<file path="src/rtl/vga_frame_analyzer_pkg.sv">
// Purpose: shared timing defaults, coordinate/box types and lock states for the VGA frame analyzer.
// Latency: n/a (types and constants only).
// Backpressure: n/a.
//
// The timing defaults match the VGA encoder (800x600, 1040x666 total), so both ends agree.
package vga_frame_analyzer_pkg;

    localparam int CW = 11;

    localparam int DEF_H_ACTIVE = 800;
    localparam int DEF_H_FRONT  = 56;
    localparam int DEF_H_SYNC   = 120;
    localparam int DEF_H_BACK   = 64;
    localparam int DEF_V_ACTIVE = 600;
    localparam int DEF_V_FRONT  = 37;
    localparam int DEF_V_SYNC   = 6;
    localparam int DEF_V_BACK   = 23;
    localparam int DEF_SYNC_POL = 1;
    localparam int DEF_LOCK_FRAMES = 2;

    typedef logic [CW-1:0] coord_t;

    typedef enum logic [1:0] {
        ST_HUNT,
        ST_TRAIN,
        ST_LOCKED
    } lock_state_t;

    // Running bounding box; 'any' is clear until the first lit pixel lands in it.
    typedef struct packed {
        logic   any;
        coord_t x0;
        coord_t x1;
        coord_t y0;
        coord_t y1;
    } box_t;

    function automatic box_t box_merge(input box_t b, input coord_t x, input coord_t y);
        box_t r;
        if (!b.any) begin
            r.any = 1'b1;
            r.x0  = x;
            r.x1  = x;
            r.y0  = y;
            r.y1  = y;
        end else begin
            r = b;
            if (x < b.x0) r.x0 = x;
            if (x > b.x1) r.x1 = x;
            if (y < b.y0) r.y0 = y;
            if (y > b.y1) r.y1 = y;
        end
        return r;
    endfunction

endpackage

</file>
<file path="src/rtl/vga_frame_analyzer_sync_counter.sv">
// Purpose: sync assertion-edge detector with reloading position counter and period capture.
// Latency: cnt/period update on the clock edge that samples the sync edge (visible 1 clk later).
// Backpressure: none; paced by sample_en/advance, never stalls.
//
// Ports: clk, rst (async active-high); sample_en samples sync_on (sync already
// normalised to 1 = asserted); advance steps the counters; cnt/cnt_nxt = position
// (current / next); run_len = advances since the last edge; period = run_len
// captured at each edge; edge_pulse = assertion edge seen this cycle.
module vga_frame_analyzer_sync_counter
    import vga_frame_analyzer_pkg::*;
#(
    parameter int TOTAL  = 1040,
    parameter int RELOAD = 856
) (
    input  logic          clk,
    input  logic          rst,
    input  logic          sample_en,
    input  logic          sync_on,
    input  logic          advance,
    output logic [CW-1:0] cnt,
    output logic [CW-1:0] cnt_nxt,
    output logic [CW-1:0] run_len,
    output logic [CW-1:0] period,
    output logic          edge_pulse
);

    localparam logic [CW-1:0] LAST_C   = CW'(TOTAL - 1);
    localparam logic [CW-1:0] RELOAD_C = CW'(RELOAD);

    logic          sync_q;
    logic [CW-1:0] cnt_q;
    logic [CW-1:0] run_q;

    assign edge_pulse = sample_en && sync_on && !sync_q;
    assign cnt        = cnt_q;
    assign run_len    = run_q;

    // Position wraps at the nominal total so coordinates keep tracking between
    // syncs; the period measurement is a separate, saturating run counter.
    always_comb begin
        cnt_nxt = cnt_q;
        if (edge_pulse) begin
            cnt_nxt = RELOAD_C;
        end else if (advance) begin
            cnt_nxt = (cnt_q >= LAST_C) ? '0 : cnt_q + CW'(1);
        end
    end

    always_ff @(posedge clk or posedge rst) begin
        if (rst) begin
            sync_q <= 1'b0;
            cnt_q  <= '0;
            run_q  <= '0;
            period <= '0;
        end else begin
            if (sample_en) sync_q <= sync_on;
            cnt_q <= cnt_nxt;
            if (edge_pulse) begin
                period <= run_q;
                // An advance coincident with the edge belongs to the new period.
                run_q  <= advance ? CW'(1) : '0;
            end else if (advance && (run_q != '1)) begin
                run_q <= run_q + CW'(1);
            end
        end
    end

endmodule

</file>
<file path="src/rtl/vga_frame_analyzer.sv">
// Purpose: VGA receive monitor: recovers x/y from syncs, measures timing, tracks lock, extracts lit bbox.
// Latency: x/y/active 1 clk after px_ce; bbox/v_total/frame_done 1 clk after the VSYNC-edge sample.
// Backpressure: none; consumes one pixel per px_ce, never stalls.
//
// Ports: clk, rst (async active-high), px_ce pixel enable, RED/GRN/BLU/HSYNC/VSYNC
// from the encoder; x/y/active describe the last sampled pixel; frame_done pulses
// at each VSYNC assertion; h_total/v_total measured periods; locked; bbox_valid and
// bbox_x0/x1/y0/y1 hold the inclusive lit-pixel box of the previous frame.
module vga_frame_analyzer
    import vga_frame_analyzer_pkg::*;
#(
    parameter int H_ACTIVE    = DEF_H_ACTIVE,
    parameter int H_FRONT     = DEF_H_FRONT,
    parameter int H_SYNC      = DEF_H_SYNC,
    parameter int H_BACK      = DEF_H_BACK,
    parameter int V_ACTIVE    = DEF_V_ACTIVE,
    parameter int V_FRONT     = DEF_V_FRONT,
    parameter int V_SYNC      = DEF_V_SYNC,
    parameter int V_BACK      = DEF_V_BACK,
    parameter int SYNC_POL    = DEF_SYNC_POL,
    parameter int LOCK_FRAMES = DEF_LOCK_FRAMES
) (
    input  logic          clk,
    input  logic          rst,
    input  logic          px_ce,
    input  logic [3:0]    RED,
    input  logic [3:0]    GRN,
    input  logic [3:0]    BLU,
    input  logic          HSYNC,
    input  logic          VSYNC,
    output logic [CW-1:0] x,
    output logic [CW-1:0] y,
    output logic          active,
    output logic          frame_done,
    output logic [CW-1:0] h_total,
    output logic [CW-1:0] v_total,
    output logic          locked,
    output logic          bbox_valid,
    output logic [CW-1:0] bbox_x0,
    output logic [CW-1:0] bbox_x1,
    output logic [CW-1:0] bbox_y0,
    output logic [CW-1:0] bbox_y1
);

    localparam int H_TOTAL = H_ACTIVE + H_FRONT + H_SYNC + H_BACK;
    localparam int V_TOTAL = V_ACTIVE + V_FRONT + V_SYNC + V_BACK;

    localparam coord_t   H_ACT_C = coord_t'(H_ACTIVE);
    localparam coord_t   V_ACT_C = coord_t'(V_ACTIVE);
    localparam coord_t   H_TOT_C = coord_t'(H_TOTAL);
    localparam coord_t   V_TOT_C = coord_t'(V_TOTAL);
    localparam logic     POL     = (SYNC_POL != 0);
    localparam logic [2:0] LF    = 3'(LOCK_FRAMES);

    logic   hs_on, vs_on;
    logic   h_edge, v_edge;
    coord_t h_nxt, v_nxt, h_run, v_run;

    assign hs_on = (HSYNC == POL);
    assign vs_on = (VSYNC == POL);

    vga_frame_analyzer_sync_counter #(
        .TOTAL  (H_TOTAL),
        .RELOAD (H_ACTIVE + H_FRONT)
    ) u_hcnt (
        .clk        (clk),
        .rst        (rst),
        .sample_en  (px_ce),
        .sync_on    (hs_on),
        .advance    (px_ce),
        .cnt        (x),
        .cnt_nxt    (h_nxt),
        .run_len    (h_run),
        .period     (h_total),
        .edge_pulse (h_edge)
    );

    // Lines advance on HSYNC edges; a coincident VSYNC reload takes priority.
    vga_frame_analyzer_sync_counter #(
        .TOTAL  (V_TOTAL),
        .RELOAD (V_ACTIVE + V_FRONT)
    ) u_vcnt (
        .clk        (clk),
        .rst        (rst),
        .sample_en  (px_ce),
        .sync_on    (vs_on),
        .advance    (h_edge),
        .cnt        (y),
        .cnt_nxt    (v_nxt),
        .run_len    (v_run),
        .period     (v_total),
        .edge_pulse (v_edge)
    );

    // ---------------- pixel sampling and bounding box ----------------
    logic [3:0] red_q, grn_q, blu_q;
    logic       pix_vld_q;
    logic       lit;
    box_t       run_box_q, box_cand;

    // The pixel sampled on the previous px_ce is judged here, while x/y/active
    // still describe it; on a VSYNC edge it is folded into the published box.
    always_comb begin
        lit      = pix_vld_q && active && ((red_q | grn_q | blu_q) != 4'd0);
        box_cand = lit ? box_merge(run_box_q, x, y) : run_box_q;
    end

    always_ff @(posedge clk or posedge rst) begin
        if (rst) begin
            red_q      <= '0;
            grn_q      <= '0;
            blu_q      <= '0;
            pix_vld_q  <= 1'b0;
            active     <= 1'b0;
            frame_done <= 1'b0;
            run_box_q  <= '0;
            bbox_valid <= 1'b0;
            bbox_x0    <= '0;
            bbox_x1    <= '0;
            bbox_y0    <= '0;
            bbox_y1    <= '0;
        end else begin
            pix_vld_q  <= px_ce;
            frame_done <= v_edge;
            if (px_ce) begin
                red_q  <= RED;
                grn_q  <= GRN;
                blu_q  <= BLU;
                active <= (h_nxt < H_ACT_C) && (v_nxt < V_ACT_C);
            end
            if (v_edge) begin
                run_box_q  <= '0;
                bbox_valid <= box_cand.any;
                bbox_x0    <= box_cand.any ? box_cand.x0 : '0;
                bbox_x1    <= box_cand.any ? box_cand.x1 : '0;
                bbox_y0    <= box_cand.any ? box_cand.y0 : '0;
                bbox_y1    <= box_cand.any ? box_cand.y1 : '0;
            end else begin
                run_box_q  <= box_cand;
            end
        end
    end

    // ---------------- lock FSM ----------------
    lock_state_t state_q, state_nxt;
    logic [2:0]  good_q, good_nxt;
    logic        line_bad_q;
    logic        h_bad, v_bad, frame_bad;

    assign h_bad     = h_edge && (h_run != H_TOT_C);
    assign v_bad     = (v_run != V_TOT_C);
    assign frame_bad = line_bad_q || h_bad || v_bad;

    always_ff @(posedge clk or posedge rst) begin
        if (rst) begin
            state_q    <= ST_HUNT;
            good_q     <= '0;
            line_bad_q <= 1'b0;
        end else begin
            state_q <= state_nxt;
            good_q  <= good_nxt;
            if (v_edge)     line_bad_q <= 1'b0;
            else if (h_bad) line_bad_q <= 1'b1;
        end
    end

    always_comb begin
        state_nxt = state_q;
        good_nxt  = good_q;
        unique case (state_q)
            ST_HUNT: begin
                if (v_edge) begin
                    state_nxt = ST_TRAIN;
                    good_nxt  = '0;
                end
            end
            ST_TRAIN: begin
                if (v_edge) begin
                    if (frame_bad) begin
                        good_nxt = '0;
                    end else if ((good_q + 3'd1) >= LF) begin
                        state_nxt = ST_LOCKED;
                        good_nxt  = '0;
                    end else begin
                        good_nxt = good_q + 3'd1;
                    end
                end
            end
            ST_LOCKED: begin
                if (h_bad || (v_edge && v_bad)) state_nxt = ST_HUNT;
            end
            default: state_nxt = ST_HUNT;
        endcase
    end

    always_comb begin
        locked = (state_q == ST_LOCKED);
    end

endmodule
</file>
<file path="config.mk">
export PLATFORM = sky130hd
export DESIGN_NAME = vga_frame_analyzer
export DESIGN_NICKNAME = d
export VERILOG_FILES = /design/src/rtl/vga_frame_analyzer_pkg.sv /design/src/rtl/vga_frame_analyzer_sync_counter.sv /design/src/rtl/vga_frame_analyzer.sv
export SDC_FILE = /design/constraint.sdc
export NUM_CORES = 1
export LEC_CHECK = 0
export ABC_AREA = 1
export CAP_MARGIN = 20
export CORE_ASPECT_RATIO = 0.8
export CORE_MARGIN = 3
export CORE_UTILIZATION = 48
export CTS_BUF_LIST = sky130_fd_sc_hd__clkbuf_16
export DETAILED_ROUTE_END_ITERATION = 16
export PLACE_DENSITY = 0.72
export SLEW_MARGIN = 30
export SYNTH_ARGS = -nofsm -noshare
export SYNTH_HDL_FRONTEND = slang
export SYNTH_HIERARCHICAL = 1
export SYNTH_SLANG_ARGS = --single-unit
</file>
<file path="constraint.sdc">
create_clock -name clk -period 3.5 [get_ports clk]
set_input_delay 0.35 -clock clk [delete_from_list [all_inputs] [get_ports clk]]
set_output_delay 0.35 -clock clk [all_outputs]
set_load 0.05 [all_outputs]
</file>
# Word level (Yosys, flattened, before mapping)
# Cells that the tools add are included.
[classes]
add_sub_neg = 5
order_cmp = 9
eq_ne = 11
mux = 36
bitwise = 2
reduce_logical = 24
[op_table]
columns = ["cell", "count"]
rows = [
  ["$mux 11", 18],
  ["$mux 45", 2],
  ["$add 11x1->11 const B", 4],
  ["$mux 44", 1],
  ["$ne 11x11->1 const B", 3],
  ["$gt 11x11->1", 2],
  ["$lt 11x10->1 const B", 2],
  ["$lt 11x11->1", 2],
  ["$mux 3", 4],
  ["$ge 11x10->1 const B", 1],
  ["$ge 11x11->1 const B", 1],
  ["$logic_and 1x1->1", 11],
  ["$ne 11x10->1 const B", 1],
  ["$mux 2", 5],
  ["$ne 2x2->1 const B", 4],
  ["$or 4x4->4", 2],
  ["$reduce_bool 2->1", 4],
  ["$pmux 2 s3", 1],
  ["$pmux 3 s2", 1],
  ["$reduce_and 5->1", 1],
  ["$mux 1", 4],
  ["$reduce_bool 4->1", 1],
  ["$add 3x1->3 const B", 1],
  ["$ge 3x2->1 const B", 1],
  ["7 further kinds", 10],
]
[word_totals]
ff_bits = 179
in_bits = 17
elab_cells = 114

# Depth between registers and ports, before layout
# Gate-level depths: netlist (run 1).
[logic_depth]
depth_word = 8
depth_mapped = 14
mapped_depth_nobuf = 14

# Modules after synthesis
# The synthesis (run 1) kept the hierarchy.
[by_module_without_submodules]
columns = ["module", "instances", "cells_per_inst", "area_per_inst_um2", "seq_area_each_um2"]
rows = [
  ["vga_frame_analyzer", 1, 800, 6276.0, 2777.7],
  ["vga_frame_analyzer_sync_counter at u_vcnt", 1, 236, 1789.2, 850.8],
  ["vga_frame_analyzer_sync_counter at u_hcnt", 1, 233, 1784.2, 850.8],
]

# Least setup slack after synthesis (run 1)
# Ideal clock, no wire load.
[synth_timing]
path_kind = "register -> register"
from = "register u_vcnt.cnt_q[8] (netlist: u_vcnt/cnt[8])"
to = "register bbox_y0[0]"
t_arrival_ns = 1.958
required_ns = 3.382
setup_slack_ns = 1.424
path_stages_with_launch = 12
n_path_buf = 1
path_cell_list = "dfrtp_1 -> ha_1 -> nand2_1 -> nor2_1 -> and2_1 -> nand2_1 -> nand3_1 -> nand2_1 -> buf_2 -> nand3_2 -> nand3_1 -> nand2_1"
[synth_via]
elab_chain_len = 5
[synth_lines]
columns = ["element", "line", "rtl"]
rows = [
  ["start: declaration", "vga_frame_analyzer_sync_counter.sv:31", "logic [CW-1:0] cnt_q;"],
  ["start signal: assignment", "vga_frame_analyzer_sync_counter.sv:57", "cnt_q <= cnt_nxt;"],
  ["$lt 11x11->1", "vga_frame_analyzer_pkg.sv:50", "if (y < b.y0) r.y0 = y;"],
  ["$mux 11", "vga_frame_analyzer_pkg.sv:50", ""],
  ["$mux 44", "vga_frame_analyzer_pkg.sv:40", "if (!b.any) begin"],
  ["$mux 45", "vga_frame_analyzer.sv:105", "box_cand = lit ? box_merge(run_box_q, x, y) : run_box_q;"],
  ["$mux 11", "vga_frame_analyzer.sv:136", "bbox_y0 <= box_cand.any ? box_cand.y0 : '0;"],
  ["end signal: assignment", "vga_frame_analyzer.sv:136", ""],
  ["end: declaration", "vga_frame_analyzer.sv:41", "output logic [CW-1:0] bbox_y0,"],
]
# No other way between the ends.
# A chain may end at the register's enable or synchronous reset.

# Worst setup path in the final report (run 1)
[layout_timing]
from = "register u_vcnt.cnt_q[8] (netlist: u_vcnt/cnt[8])"
to = "register run_box_q[19] in the netlist's numbering"
[layout_via]
elab_chain_len = 5
[layout_lines]
columns = ["element", "line", "rtl"]
rows = [
  ["$lt 11x11->1", "vga_frame_analyzer_pkg.sv:50", ""],
  ["$mux 11", "vga_frame_analyzer_pkg.sv:50", ""],
  ["$mux 44 (*)", "vga_frame_analyzer_pkg.sv:40", ""],
  ["$mux 45 (*)", "vga_frame_analyzer.sv:105", ""],
  ["$mux 45 (*)", "vga_frame_analyzer.sv:131", "if (v_edge) begin"],
  ["end signal: assignment", "vga_frame_analyzer.sv:139", "run_box_q <= box_cand;"],
  ["end: declaration", "vga_frame_analyzer.sv:99", "box_t run_box_q, box_cand;"],
]
# Mark *: on every way between the ends. The rest lies on a longest branch, timed or not.

==> impl_results.md, run 1 <==
- Total Nets Final: 1,437
- Core Box Area: 20,000 sq um
- Post-synth EDFFs: 0
- CTS tree: done
- Final WS setup: 0.825 ns
- Syn nets: 1,335
- Drt initial violations: 655
- Final WL: 24,200 um
- Clk buf depth: 2
- Total die area: 22,300 sq um
- Power density over the cells: 608 nW/um^2
- Per-cell routed wire length: 14.7 um
- Max Slew Vio Count: 0
- Data required, critical path: 3.80 ns
- Yosys warns: 6
- Post-CTS Setup Bufs: 0
- Inst Count DP: 1,616
- CP most frequent cell: nand2_1
- Slowest stage delay, CP: 0.56 ns
- Final Non-Filler Cells: 1,648
- Max-Cap Viols: 0
- Largest net degree at the start of global routing: 58
- Slew @ Worst Pin: 0.667 ns
- CTS H-Tree Depth: 4
- Initial core utilization: 0.493
- GRT Overall Usage: 0.222
- Final setup fails: 0
- Crit-path leading delay family: simple AND/OR/NAND/NOR gates
- Vias/cell: 5.17
- Worst-Skew Late Latency: 0.44 ns
- Cell taking the most area after synthesis: dfrtp_1
- Skew final: 0.0110 ns
- Post-route minimum period: 2.68 ns
- CP Launch Type: register
- Layout cells sized above 1: 0.0882
- Share of flip-flops with an asynchronous set or reset: 1.00
- Vias in the first global route: 8,127
- Worst vdd ir: 345 uV
- Top Ports: 109
- FF+latch count, synth: 179
- TNS Setup: 0 ns
- Die height: 134 um
- Primary FF master, synth: dfrtp_1
- Root Driver: clkbuf_16
- RSZ-0062 raised after global routing: false
- Arr. time, crit path: 2.97 ns
- Pre-CTS setup slack: 0.732 ns
- CTS resizes: 0
- Period utilisation layout: 0.764
- Distinct cell type count after synthesis: 39
- Synth area leaders: dfrtp_1 45%, nand2_1 16%, ha_1 6.2%
- Rel. slew slack: 0.555
- CP Cell Sequence: ha_1 > nand2_1 > nor2_1 > and2_1 > nand2_1 > nand3_1 > nand2_1 > nand2_1 > nand2_1 > nand2_1 > nor2_1
- Max FO, Critical Path: 12
- Top-area cell type share of the netlist area: 0.455
- Register area share after synthesis: 0.455
- HP Class: in2async
- Max Clk Rate: 374 MHz
- Hold-fix buffer count after cts: 0
- P&R area growth vs syn: 19.2%
- Clk sink count: 179
- Antenna violations before repair: 0
- CP max-delay cell: dfrtp_1
- WS Path Type: reg2reg
- Tot Pwr: 7.13 mW
- Die Width: 166 um
- First-pass GRT wire length: 40,200 um
- Hold Vio Cnt, Final: 0
- DRC: 0
- GPL Wtd Cong: 0.905
- Antenna-violating nets left: 0
- Worst-path clk slew: 0.07 ns
- Buf/Inv on CP: 0
- Via Count: 8,519
- Post-Syn Area: 9850 sq um
- Global route overflow: 0
- Post-DP HPWL: 17,100 um
- Site Rows: 46
- Mapped Cells: 1,269
- Critical Path Sink Type: register
- Number of port buffers: 108
- Leakage dissipation: 5.88 nW
- Outcome: complete, no violations
- ANT cells: 0
- Syn avg cell area: 7.76 sq um
- First-pass DRT Iterations: 5
- CTS buffer count: 17
-- cell usage in the layout, fill, tap and decap left out, drive strengths merged --
cell type | synthesis | final
nand3 | 128 | 128
clkdlybuf4s50 | 0 | 108
nor3b | 1 | 1
nor2 | 137 | 137
ha | 49 | 49
xnor2 | 1 | 1
clkinv | 3 | 3
o21ai | 39 | 39
o311ai | 1 | 1
inv | 160 | 169
o21bai | 2 | 2
and2 | 2 | 2
nand4 | 40 | 40
nand2 | 446 | 446
a21o | 2 | 2
mux2i | 1 | 1
nand3b | 3 | 3
a31oi | 2 | 2
buf | 28 | 14
o22ai | 1 | 1
o31ai | 1 | 1
clkinvlp | 0 | 4
bufinv | 0 | 2
dfrtp | 179 | 179
nor3 | 6 | 6
clkbuf | 11 | 17
xor2 | 7 | 7
a21oi | 19 | 19
-- flip-flops by register name, summed over array words and instances (netlist names), 2 cells and up --
signal,count
run_box_q,45
bbox_x0,11
bbox_x1,11
bbox_y0,11
bbox_y1,11
u_hcnt/cnt,11
u_hcnt/period,11
u_hcnt/run_len,11
u_vcnt/cnt,11
u_vcnt/period,11
u_vcnt/run_len,11
blu_q,4
grn_q,4
red_q,4
good_q,3
state_q,2
-- power by group --
part           leakage, nW  internal [mW]  total [mW]  switching (mW)
Combinational         3.22          0.810        2.42            1.61
Clock                0.281           1.07        1.95           0.882
Sequential            2.37           2.37        2.76           0.389
Total                 5.88           4.25        7.13            2.89
-- stage by stage --
| step | hold slack (ns) | util | instance area, sq um |
|---|---|---|---|
| 2_1_floorplan | 0.381 | - | 9850 |
| 3_3_place_gp | 0.455 | 0.558 | 11100 |
| 3_5_place_dp | 0.462 | 0.558 | 11100 |
| 4_1_cts | 0.236 | 0.588 | 11700 |
| 5_1_grt | 0.263 | 0.588 | 11700 |
| 6_report | 0.231 | 0.588 | 11700 |
-- final timing paths --
check / cells past startpoint / to / slack (ns) / from
worst max register to register: 11 / run_box_q[19] / 0.82 / u_vcnt/cnt[8]
worst min register to register: 2 / blu_q[0] / 0.48 / blu_q[0]
worst max-delay path: 11 / run_box_q[19] / 0.82 / u_vcnt/cnt[8]
min in group clk: 3 / blu_q[3] / 0.46 / BLU[3]
max in group asynchronous: 3 / run_box_q[11] / 2.29 / rst
worst min-delay path: 2 / u_hcnt/sync_q / 0.23 / rst
-- logic make-up (layout without fill, tap and decap cells) --
group           Yosys count  count (layout)  synth area share
xor+xnor                  8               8           0.00711
fa+ha+maj                49              49            0.0622
simple gates            763             763             0.352
buf+inv                 202             317            0.0855
compound gates           67              67            0.0376
flops                   179             179             0.455
mux                       1               1           0.00102
-- Yosys cell counts, drive strengths merged, types with 2 or more instances --
cell type / number
nor3: 6
xor2: 7
clkinv: 3
buf: 28
clkbuf: 11
ha: 49
a21oi: 19
dfrtp: 179
nand4: 40
a31oi: 2
nand3b: 3
inv: 160
o21bai: 2
a21o: 2
and2: 2
o21ai: 39
nor2: 137
nand3: 128
nand2: 446
-- area by class of cell --
| cell class | count | area, sq um |
|---|---|---|
| clock inverter | 15 | 166 |
| sequential | 179 | 4480 |
| inverter | 163 | 624 |
| clock buffer | 17 | 425 |
| fill | 1772 | 8230 |
| timing repair buffer | 122 | 1190 |
| multi-input combinational | 888 | 4530 |
| tap | 264 | 330 |
-- worst register-to-register path: cells and delay by family (launching register included) --
kind	cells	cell delay (ns)
adder cells (fa/ha/maj)	1	0.39
AND/OR/NAND/NOR	10	1.57
flip-flops	1	0.56
-- routing by layer --
metal,routed length (um),track usage
met5,0,0
met4,342,0.0619
met3,1490,0.0501
met2,10900,0.342
met1,11500,0.318
(Power assumes the default switching activity.)
==> run 2, diff against run 1 <==
==> constraint.sdc (replaced) <==
create_clock -name clk -period 2.34 [get_ports clk]
set_input_delay 0.234 -clock clk [delete_from_list [all_inputs] [get_ports clk]]
set_output_delay 0.234 -clock clk [all_outputs]
set_load 0.05 [all_outputs]
==> impl_results.md, run 2 (synthesis gave the netlist of run 1 again) <==
- Post-DP HPWL: 17,100 um (about the same)
- Clk sink count: 179 (unchanged)
- RSZ-0062 raised after global routing: false
- Worst-Skew Late Latency: 0.43 ns (about the same)
- Die height: 134 um (unchanged)
- Site Rows: 46 (unchanged)
- Max Slew Vio Count: 0 (unchanged)
- Post-CTS Setup Bufs: 0 (unchanged)
- Core Box Area: 20,000 sq um (unchanged)
- Post-route minimum period: 2.20 ns
- Crit-path leading delay family: buffers and inverters
- Worst vdd ir: 549 uV (+59%)
- Top Ports: 109 (unchanged)
- DRC: 0 (unchanged)
- P&R area growth vs syn: 21.2%
- CTS H-Tree Depth: 4 (unchanged)
- CP Launch Type: register
- Root Driver: clkbuf_16
- Number of port buffers: 108 (unchanged)
- HP Class: in2async
- Slowest stage delay, CP: 0.86 ns (+0.30 ns)
- TNS Setup: 0 ns (unchanged)
- DP Area: 11,300 sq um (+1.6%)
- FF+latch area: 4480 sq um (unchanged)
- GRT Overall Usage: 0.221 (-0.00111)
- Filler cells: 1,762 (-0.56%)
- Antenna-violating nets left: 0 (unchanged)
- CP max-delay cell: clkdlybuf4s50_1
- Hold Vio Cnt, Final: 0 (unchanged)
- Worst-path clk slew: 0.06 ns (about the same)
- CP Cell Sequence: inv_1 > nor2_1 > clkdlybuf4s50_1
- Max FO, Critical Path: 4 (-8)
- Inst Count DP: 1,633 (+1.1%)
- Total Nets Final: 1,454 (+1.2%)
- Flip-flop count of the largest register after layout: 45 (unchanged)
- Arr. time, crit path: 1.97 ns (-1.00 ns)
- Hold-fix buffer count after cts: 0 (unchanged)
- Most flop-heavy register: run_box_q
- First-pass GRT wire length: 40,200 um (about the same)
- Largest net degree at the start of global routing: 55 (-5.2%)
- Layout cells sized above 1: 0.0979 (+0.00978)
- Final Non-Filler Cells: 1,663 (+0.91%)
- Initial core utilization: 0.493 (unchanged)
- Per-cell routed wire length: 14.4 um (-1.9%)
- Rel. slew slack: 0.612 (+0.0571)
- Final WL: 23,900 um (-0.99%)
- Most frequent cells in the layout: 428 x nand2_1, 179 x dfrtp_1, 151 x inv_1, 127 x nor2_1, 112 x nand3_1
- Via Count: 8,500 (-0.22%)
- Final Hold Slack: 0.247 ns (+0.0161 ns)
- Area of the multi-input gates: 4530 sq um (unchanged)
- Buf/Inv on CP: 2 (+2)
- CTS resizes: 0 (unchanged)
- Outcome: complete, no violations
- CTS buffer count: 17 (unchanged)
- Drt initial violations: 634 (-3.2%)
- Power density over the cells: 905 nW/um^2 (+49%)
- Final setup fails: 0 (unchanged)
- Total die area: 22,300 sq um (unchanged)
- Clk buf depth: 2 (unchanged)
- Vias in the first global route: 8,195 (+0.84%)
- Global route overflow: 0 (unchanged)
- CTS tree: done
- Slew @ Worst Pin: 0.582 ns (-0.0856 ns)
- Leakage dissipation: 5.97 nW (+1.7%)
- Data required, critical path: 2.11 ns (-1.69 ns)
- Max Clk Rate: 454 MHz
- Antenna violations before repair: 0 (unchanged)
- Period utilisation layout: 0.941
- Vias/cell: 5.11 (-1.1%)
- Final instance area: 11,900 sq um (+1.7%)
- GPL Wtd Cong: 0.918 (+1.4%)
- Skew final: 0.00987 ns (-0.00110 ns)
- Max-Cap Viols: 0 (unchanged)
- Commonest non-fill, non-tap cell in the layout: nand2_1
- Reg2Reg Setup Slack: 0.19 ns (-0.63 ns)
- WS Path Type: reg2out
- Tot Pwr: 10.8 mW (+51%)
- First-pass DRT Iterations: 5 (unchanged)
- Die Width: 166 um (unchanged)
- Critical Path Sink Type: primary output
- ANT cells: 0 (unchanged)
-- run 2: metal layers --
layer,vias up,wire length (um),track usage
met5,-,0,0
met4,0,238,0.0554
met3,31,1500,0.0454
met2,265,10700,0.347
met1,3973,11500,0.316
li1,4231,-,-
-- run 2: final timing paths --
path / from / end / depth (start not counted)
setup / recovery: state_q[1] / locked / 3
hold / removal: rst / state_q[0] / 2
setup reg to reg: u_hcnt/cnt[3] / active / 8
hold reg to reg: blu_q[2] / blu_q[2] / 2
max in group asynchronous: rst / run_box_q[12] / 3
min in group clk: BLU[3] / blu_q[3] / 3
-- run 2: final cells by class --
cell class | count | area share
well taps | 264 | 0.0277
repair buffers | 139 | 0.114
inverters | 163 | 0.0524
multi-input cells | 888 | 0.379
clock buffers | 17 | 0.0356
clock inverters | 13 | 0.0154
flip-flops and latches | 179 | 0.375
-- run 2: power breakdown --
part	internal (mW)	switching [mW]	total, mW	leakage, nW
logic	1.25	2.43	3.68	3.31
clock network	1.78	1.22	3.00	0.293
registers	3.54	0.581	4.12	2.37
total	6.57	4.23	10.8	5.97
-- run 2: metrics by stage --
stage / util / worst slack (ns)
floorplan: - / 0.264
global placement: 0.567 / 0.169
detailed placement: 0.567 / 0.146
CTS: 0.598 / 0.120
global route: 0.598 / 0.0129
finish: 0.598 / 0.137
